===== src/rtl/f_fetch_seq.sv =====
// f_fetch_seq: F-stage fetch sequencer for the 5-stage MIPS pipeline.
// Owns the F-stage PC, drives a stateless req/ack instruction-memory port,
// holds the fetched word while D is stalled, and redirects on flush.
module f_fetch_seq #(
  parameter logic [31:0] RESET_PC = 32'h0000_3000,
  parameter logic [31:0] IMEM_LO  = 32'h0000_3000,
  parameter logic [31:0] IMEM_HI  = 32'h0000_6FFC
) (
  input  logic        clk,
  input  logic        reset,
  input  logic        stall,
  input  logic [31:0] npc,
  input  logic        flush,
  input  logic [31:0] flush_pc,
  output logic        imem_req,
  output logic [31:0] imem_addr,
  input  logic        imem_ack,
  input  logic [31:0] imem_rdata,
  output logic [31:0] F_pc,
  output logic [31:0] F_instr,
  output logic        F_valid,
  output logic        F_exc_adel
);

  // FETCH: pc_q names an instruction not yet received; HOLD: F holds a valid word.
  typedef enum logic {
    S_FETCH = 1'b0,
    S_HOLD  = 1'b1
  } state_t;

  state_t      state_q, state_d;
  logic [31:0] pc_q, pc_d;
  logic [31:0] instr_q, instr_d;
  logic        adel_q, adel_d;
  logic        accept;

  // Misaligned or outside the instruction window. Also catches PC wrap-around,
  // since a wrapped PC lands below IMEM_LO.
  function automatic logic bad_addr(input logic [31:0] a);
    return (a[1:0] != 2'b00) || (a < IMEM_LO) || (a > IMEM_HI);
  endfunction

  assign F_valid    = (state_q == S_HOLD);
  assign F_pc       = pc_q;
  assign F_instr    = instr_q;
  assign F_exc_adel = adel_q;
  assign accept     = F_valid & ~stall & ~flush;

  // Next-state, memory request and F-register update logic.
  always_comb begin
    state_d   = state_q;
    pc_d      = pc_q;
    instr_d   = instr_q;
    adel_d    = adel_q;
    imem_req  = 1'b0;
    imem_addr = pc_q;

    if (flush) begin
      // Redirect wins over everything except reset; a same-cycle ack is dropped.
      state_d = S_FETCH;
      pc_d    = flush_pc;
      instr_d = '0;
      adel_d  = 1'b0;
    end else begin
      unique case (state_q)
        S_FETCH: begin
          if (bad_addr(pc_q)) begin
            // Never touch memory for an illegal address; deliver a faulted nop.
            state_d = S_HOLD;
            instr_d = '0;
            adel_d  = 1'b1;
          end else begin
            imem_req  = 1'b1;
            imem_addr = pc_q;
            if (imem_ack) begin
              state_d = S_HOLD;
              instr_d = imem_rdata;
              adel_d  = 1'b0;
            end
          end
        end

        S_HOLD: begin
          if (accept) begin
            pc_d = npc;
            if (bad_addr(npc)) begin
              instr_d = '0;
              adel_d  = 1'b1;
            end else begin
              // Request the next word in the same cycle D takes the current one,
              // so a zero-wait memory sustains one instruction per cycle.
              imem_req  = 1'b1;
              imem_addr = npc;
              if (imem_ack) begin
                instr_d = imem_rdata;
                adel_d  = 1'b0;
              end else begin
                state_d = S_FETCH;
                instr_d = '0;
                adel_d  = 1'b0;
              end
            end
          end
        end

        default: begin
          state_d = S_FETCH;
        end
      endcase
    end
  end

  // State and F-stage registers; reset abandons any outstanding fetch.
  always_ff @(posedge clk) begin
    if (reset) begin
      state_q <= S_FETCH;
      pc_q    <= RESET_PC;
      instr_q <= '0;
      adel_q  <= 1'b0;
    end else begin
      state_q <= state_d;
      pc_q    <= pc_d;
      instr_q <= instr_d;
      adel_q  <= adel_d;
    end
  end

endmodule


===== config.mk =====
export PLATFORM = sky130hd
export DESIGN_NAME = f_fetch_seq
export DESIGN_NICKNAME = d
export VERILOG_FILES = /design/src/rtl/f_fetch_seq.sv
export SDC_FILE = /design/constraint.sdc
export NUM_CORES = 1
export LEC_CHECK = 0
export ABC_AREA = 1
export CAP_MARGIN = 20
export CORE_MARGIN = 4
export CORE_UTILIZATION = 42
export CTS_CLUSTER_DIAMETER = 40
export DETAILED_ROUTE_END_ITERATION = 10
export PLACE_DENSITY = 0.87
export SLEW_MARGIN = 10
export SYNTH_ARGS = -nofsm -noshare
export SYNTH_HDL_FRONTEND = slang
export SYNTH_SLANG_ARGS = --single-unit

===== constraint.sdc =====
create_clock -name clk -period 5 [get_ports clk]
set_input_delay 1.25 -clock clk [delete_from_list [all_inputs] [get_ports clk]]
set_output_delay 1.25 -clock clk [all_outputs]
set_load 0.1 [all_outputs]

# Word-level counts from Yosys, hierarchy flattened
# Cells that the tools add are included.
# Widths: inputs -> output; s select.
# word_totals
ramBits	0
output_inout_bits	99
romBits	0
latch_bits	0
regBits	66
n_memories	0
input_bits	101
wordCells	54
# op_classes
muxes	28
add_sub_neg	0
magnitude_cmp	4
mul	0
n_bitwise	5
shift	0
div_mod_pow	0
n_reduce_logical	11
n_eq_ne	2
# op_table
operator	count
$mux 32	11
$pmux 32 s2	2
$gt 32x15->1 const B	2
$lt 32x14->1 const B	2
$mux 1	12
$reduce_bool 2->1	4
$pmux 1 s2	3
$logic_or 1x1->1	4
$reduce_and 2->1	2
$ne 3x3->1 const B	1
$not 1->1	3
$and 1x1->1	2
$ne 2x1->1 const B	1
$reduce_or 2->1	1

# Logic depth before layout (Yosys ltp)
# depth
depth_word	7
mapped_depth	10
mapped_depth_nobuf	9

# Least setup slack after synthesis
# OpenSTA, ideal clock, no wires.
# synth_timing
kind	input to output
start	input port npc[28]
end	output port imem_addr[12]
t_arrival_ns	3.930
cell_stages	7
required_ns	3.750
slack_ns	-0.180
path_buffers	0
cell_sequence	nor2_1 nand2_1 nor2_1 nand2_1 nor2_4 nand3_4 o21ai_0
# synth_via
elab_chain_cells	7
word_cells_on_any_way	8
classes_between	order compare (2); mux (4); reduce/logical (2)
# synth_rtl
element	line_no	rtl
start: declaration	12	input logic [31:0] npc,
$lt 32x14->1	40	return (a[1:0] != 2'b00) || (a < IMEM_LO) || (a > IMEM_HI);
$logic_or 1x1->1	40	
$logic_or 1x1->1 (*)	40	
$mux 32 (*)	86	if (bad_addr(npc)) begin
$mux 32 (*)	84	if (accept) begin
$pmux 32 s2 (*)	65	unique case (state_q)
$mux 32 (*)	58	if (flush) begin
end: declaration	16	output logic [31:0] imem_addr,
# Every way passes the cells marked *; elsewhere a longest branch is shown, timed or not.

# Worst setup path after layout
# layout_timing
start	input port npc[14]
end	output port imem_addr[13]
# Same word-level chain as after synthesis.

==> summary.txt <==
Synth
  • Sequential area share after synthesis: a little under two fifths
  • Number of enable-type register cells in the synthesized netlist: 0
  • Leading area contributor after synthesis: sky130_fd_sc_hd__dfxtp_1
  • Number of instances in the synthesized netlist: between 500 and 600
  • Main area contributors after synthesis: sky130_fd_sc_hd__dfxtp_1, sky130_fd_sc_hd__nand2_1, sky130_fd_sc_hd__a21oi_2
  • Syn nets: 633
  • Average cell area after synthesis: between 6 and 7 um2
  • Simple-gate portion of the synthesized area: between 30% and 40%
  • Synthesized-area fraction occupied by ao, oa, aoi and oai cells: 15.5%
  • Multiplexer share of the synthesized area: 0%
  • Number of flip-flops and latches in the synthesized netlist: 66
  • Dominant combinational cell family by area after synthesis: simple AND/OR/NAND/NOR gates
  • Top-count cell post-synth: sky130_fd_sc_hd__nand2_1
  • Netlist Area Pre-Place: ~3600 um2
  • Fraction of synthesis flops using an asynchronous set or reset pin: 0%
  • Most used standard cells in the synthesized netlist: sky130_fd_sc_hd__nand2_1, sky130_fd_sc_hd__dfxtp_1, sky130_fd_sc_hd__inv_1, sky130_fd_sc_hd__nor2_1, sky130_fd_sc_hd__nand3_1
  • Top cell type's share of synthesized area: a little under two fifths
  • Synth warn: 0
  • Number of distinct standard cells referenced by the synthesized netlist: 29
  • Post-synthesis adder-cell area fraction: 0%
  • Share of the synthesized netlist area taken by xor and xnor gates: 0%
  • Dominant synthesized flop cell: sky130_fd_sc_hd__dfxtp_1

Power
  • Power per cell area: about 280 nW/um2
  • Reported leakage power: 2.28 nW
  • Worst IR drop on VDD: about 0.15 mV

Cells and area
  • Nets: between 800 and 900
  • Fraction of layout instances using a drive strength above 1: between 10 and 15%
  • Final cell count without fillers: 822
  • Area occupied by multi-input gates: ~1800 um2
  • Signed area change from the synthesized netlist to the final layout: 68.9%
  • Number of fillers in the final layout: around 630
  • Storage element area: 1320 um2
  • ANT cells: 0

Route
  • Via density: about 5.0
  • DRT iter0 DRCs: 160
  • ANT nets after route: 0
  • DRC violations left: 0
  • Total via count after detailed routing: a little over 4,000
  • Avg WL per Cell: ~16 um
  • DRT Wirelength: about 13 mm
  • First-pass iteration count of the detailed router: 4

Global route
  • Antenna violations before repair: 0
  • Congestion Overflow GR: 0
  • First-pass GRT wire length: between 20 and 25 mm
  • Number of global-route vias before repair: around 4,100
  • Largest net degree at the start of global routing: 36
  • Total routing resource utilization after global routing: roughly 25%

Clock tree
  • Sinks on the clock net: 66
  • Hold buffers post-CTS: 0
  • TritonCTS buffer count: 9
  • CTS Root Buffer Type: sky130_fd_sc_hd__clkbuf_8
  • CTS max path bufs: 2
  • Clock edge transition at the registers on the reported setup and hold paths: roughly 60 ps
  • Post-CTS Resized: 0
  • CTS tree: done
  • Depth of the CTS H-tree: 3
  • Insertion delay to the later sink of the worst-skew pair: approximately 340 ps
  • Post-CTS setup repair buffer count: 0

Critical path
  • Setup slack on the worst flop-to-flop path: about 2600 ps
  • Reg2Reg Depth: 7
  • Arrival time at the worst endpoint: approximately 3400 ps
  • Classification of the worst setup path: in2out
  • Reg-to-Reg Start: F_pc[19]
  • List of cells traversed by the critical path: clkdlybuf4s50_1, inv_1, nor2_1, nor2_1, nand2_1, nor2_4, nand3_4, inv_2, nand2_1, nand2_1, buf_12
  • Launch point of the worst path: npc[14]
  • Crit-path most repeated cell: sky130_fd_sc_hd__nand2_1
  • Cell with the largest stage delay on the worst path: sky130_fd_sc_hd__inv_2
  • Family with the most delay on the worst path: buffers and inverters
  • Highest net fanout along the worst path: 29
  • Reg-to-reg critical path endpoint: F_instr[8]
  • WP depth: 11
  • Capture point of the worst path: imem_addr[13]
  • Critical Path Max Stage Delay: 460 ps
  • Worst Setup End Kind: output port
  • Critical path buffers and inverters: 4
  • Startpoint types: primary input
  • Required time at the worst-slack endpoint: 3750 ps

Floorplan
  • Floorplan Core Area: ~8300 um2
  • Count of standard-cell rows: 33
  • Vertical extent of the die: about 100 um
  • Count of pins on the block boundary: 200
  • Die area: approximately 10,000 um2
  • Starting density of the core: about 43%
  • Floorplan die width: around 100 um

Timing
  • Number of pins with negative max-slew slack in the final report: 0
  • Hold violation total from the final report: 0
  • Hold WS: 510 ps
  • Post-layout minimum cycle time: about 4600 ps
  • Final critical-path share of the clock period: about nine tenths
  • Unrepaired setup endpoints after global routing: false
  • Achievable clock frequency: between 0.2 and 0.25 GHz
  • Slew Limit Headroom: 31.7%
  • Worst clock skew on the final layout: between 9 and 10 ps
  • Worst slew pin tran: between 1000 and 1500 ps
  • Count of final setup violators: 0

Place
  • Number of cells after detailed placement: a little over 800
  • PortBufs: between 150 and 200
  • HPWL reported at the end of detailed placement: 9.74 mm
  • RD Place Congestion: approximately 0.90

Hold path
  • Worst hold path depth: 2
  • Path type of the worst min-delay path: reg2reg

Job
  • Max capacitance violation total: 0

Outcome
  • Run status: finished clean
==> where the power goes <==
group | switching [W] | leakage (nW) | total [W] | internal, W
Sequential | 0.0000222 | 0.540 | 0.000572 | 0.000550
Clock | 0.000197 | 0.101 | 0.000447 | 0.000250
Combinational | 0.000433 | 1.63 | 0.000642 | 0.000210
Total | 0.000652 | 2.28 | 0.00166 | 0.00101
==> worst register-to-register path: stages, from the launching register on <==
cell,delay (ps)
sky130_fd_sc_hd__dfxtp_1,350
sky130_fd_sc_hd__nor2_1,140
sky130_fd_sc_hd__nand2_1,90
sky130_fd_sc_hd__nor2_2,130
sky130_fd_sc_hd__nand2_2,80
sky130_fd_sc_hd__o21ai_4,680
sky130_fd_sc_hd__nand2_4,550
sky130_fd_sc_hd__a21oi_2,320
==> layout by cell type, fill, tap and decap left out <==
cell and instances:
sky130_fd_sc_hd__a31oi_1 27, sky130_fd_sc_hd__nand3_4 1, sky130_fd_sc_hd__nand4_1 1, sky130_fd_sc_hd__inv_2 3
sky130_fd_sc_hd__a21oi_1 6, sky130_fd_sc_hd__inv_1 62, sky130_fd_sc_hd__nor3_2 1, sky130_fd_sc_hd__nor2_4 2
sky130_fd_sc_hd__buf_8 1, sky130_fd_sc_hd__a21boi_0 1, sky130_fd_sc_hd__clkbuf_8 11, sky130_fd_sc_hd__o21ai_0 7
sky130_fd_sc_hd__nand2_2 3, sky130_fd_sc_hd__nand3_2 2, sky130_fd_sc_hd__a21oi_2 30, sky130_fd_sc_hd__nand2_1 197
sky130_fd_sc_hd__o211ai_1 1, sky130_fd_sc_hd__nor2_1 43, sky130_fd_sc_hd__nand3_1 34, sky130_fd_sc_hd__nor3_1 2
sky130_fd_sc_hd__nand2_4 2, sky130_fd_sc_hd__a211oi_1 2, sky130_fd_sc_hd__clkinv_2 2, sky130_fd_sc_hd__bufinv_16 1
sky130_fd_sc_hd__buf_4 4, sky130_fd_sc_hd__a221oi_1 1, sky130_fd_sc_hd__o21ai_4 1, sky130_fd_sc_hd__buf_12 33
sky130_fd_sc_hd__dfxtp_1 66, sky130_fd_sc_hd__nor2_2 4, sky130_fd_sc_hd__clkdlybuf4s50_1 166
==> area by class of cell <==
cell class                 instances  share of cell area [%]
clock buffer                      11                    2.51
clock inverter                     3                   0.664
inverter                          65                    4.05
multi-input combinational        368                    29.4
sequential                        66                    21.9
tap                              105                    2.18
timing repair buffer             204                    39.3
==> registers in the layout, summed over array words and instances, names as in the netlist <==
name / cells
F_pc: 32
F_valid: 1
F_exc_adel: 1
F_instr: 32
==> worst min-delay path by stage <==
stage          startpoint       end
2_1_floorplan    F_pc[10]  F_pc[10]
3_3_place_gp      F_pc[8]   F_pc[8]
3_5_place_dp      F_pc[8]   F_pc[8]
4_1_cts           F_pc[8]   F_pc[8]
5_1_grt           F_pc[8]   F_pc[8]
6_report          F_pc[8]   F_pc[8]
==> stage by stage <==
step                      cell area, um2  util (%)  worst slack, ps  total power, W  setup TNS [ps]
after CTS                           6030      73.0              385         0.00167               0
after global routing                6030      73.0              152         0.00172               0
after global placement              5820      70.5              461         0.00122               0
final                               6030      73.0              400         0.00166               0
after floorplan                     3570         -             -180        0.000997            -539
after detailed placement            5840      70.7              391         0.00123               0
==> cells by family (layout without fill, tap and decap cells) <==
group | after synthesis | in the layout
compound gates | 76 | 76
simple gates | 292 | 292
flops | 66 | 66
buf+inv | 98 | 283
==> routing by layer <==
layer	wire length (um)	global-route usage (%)	vias to the layer above
met5	0	0	-
met4	363	11.0	0
met3	1140	7.51	28
met2	6430	43.8	196
met1	4820	27.8	1872
li1	-	-	2025
No activity file was read; power rests on OpenSTA's default activity.
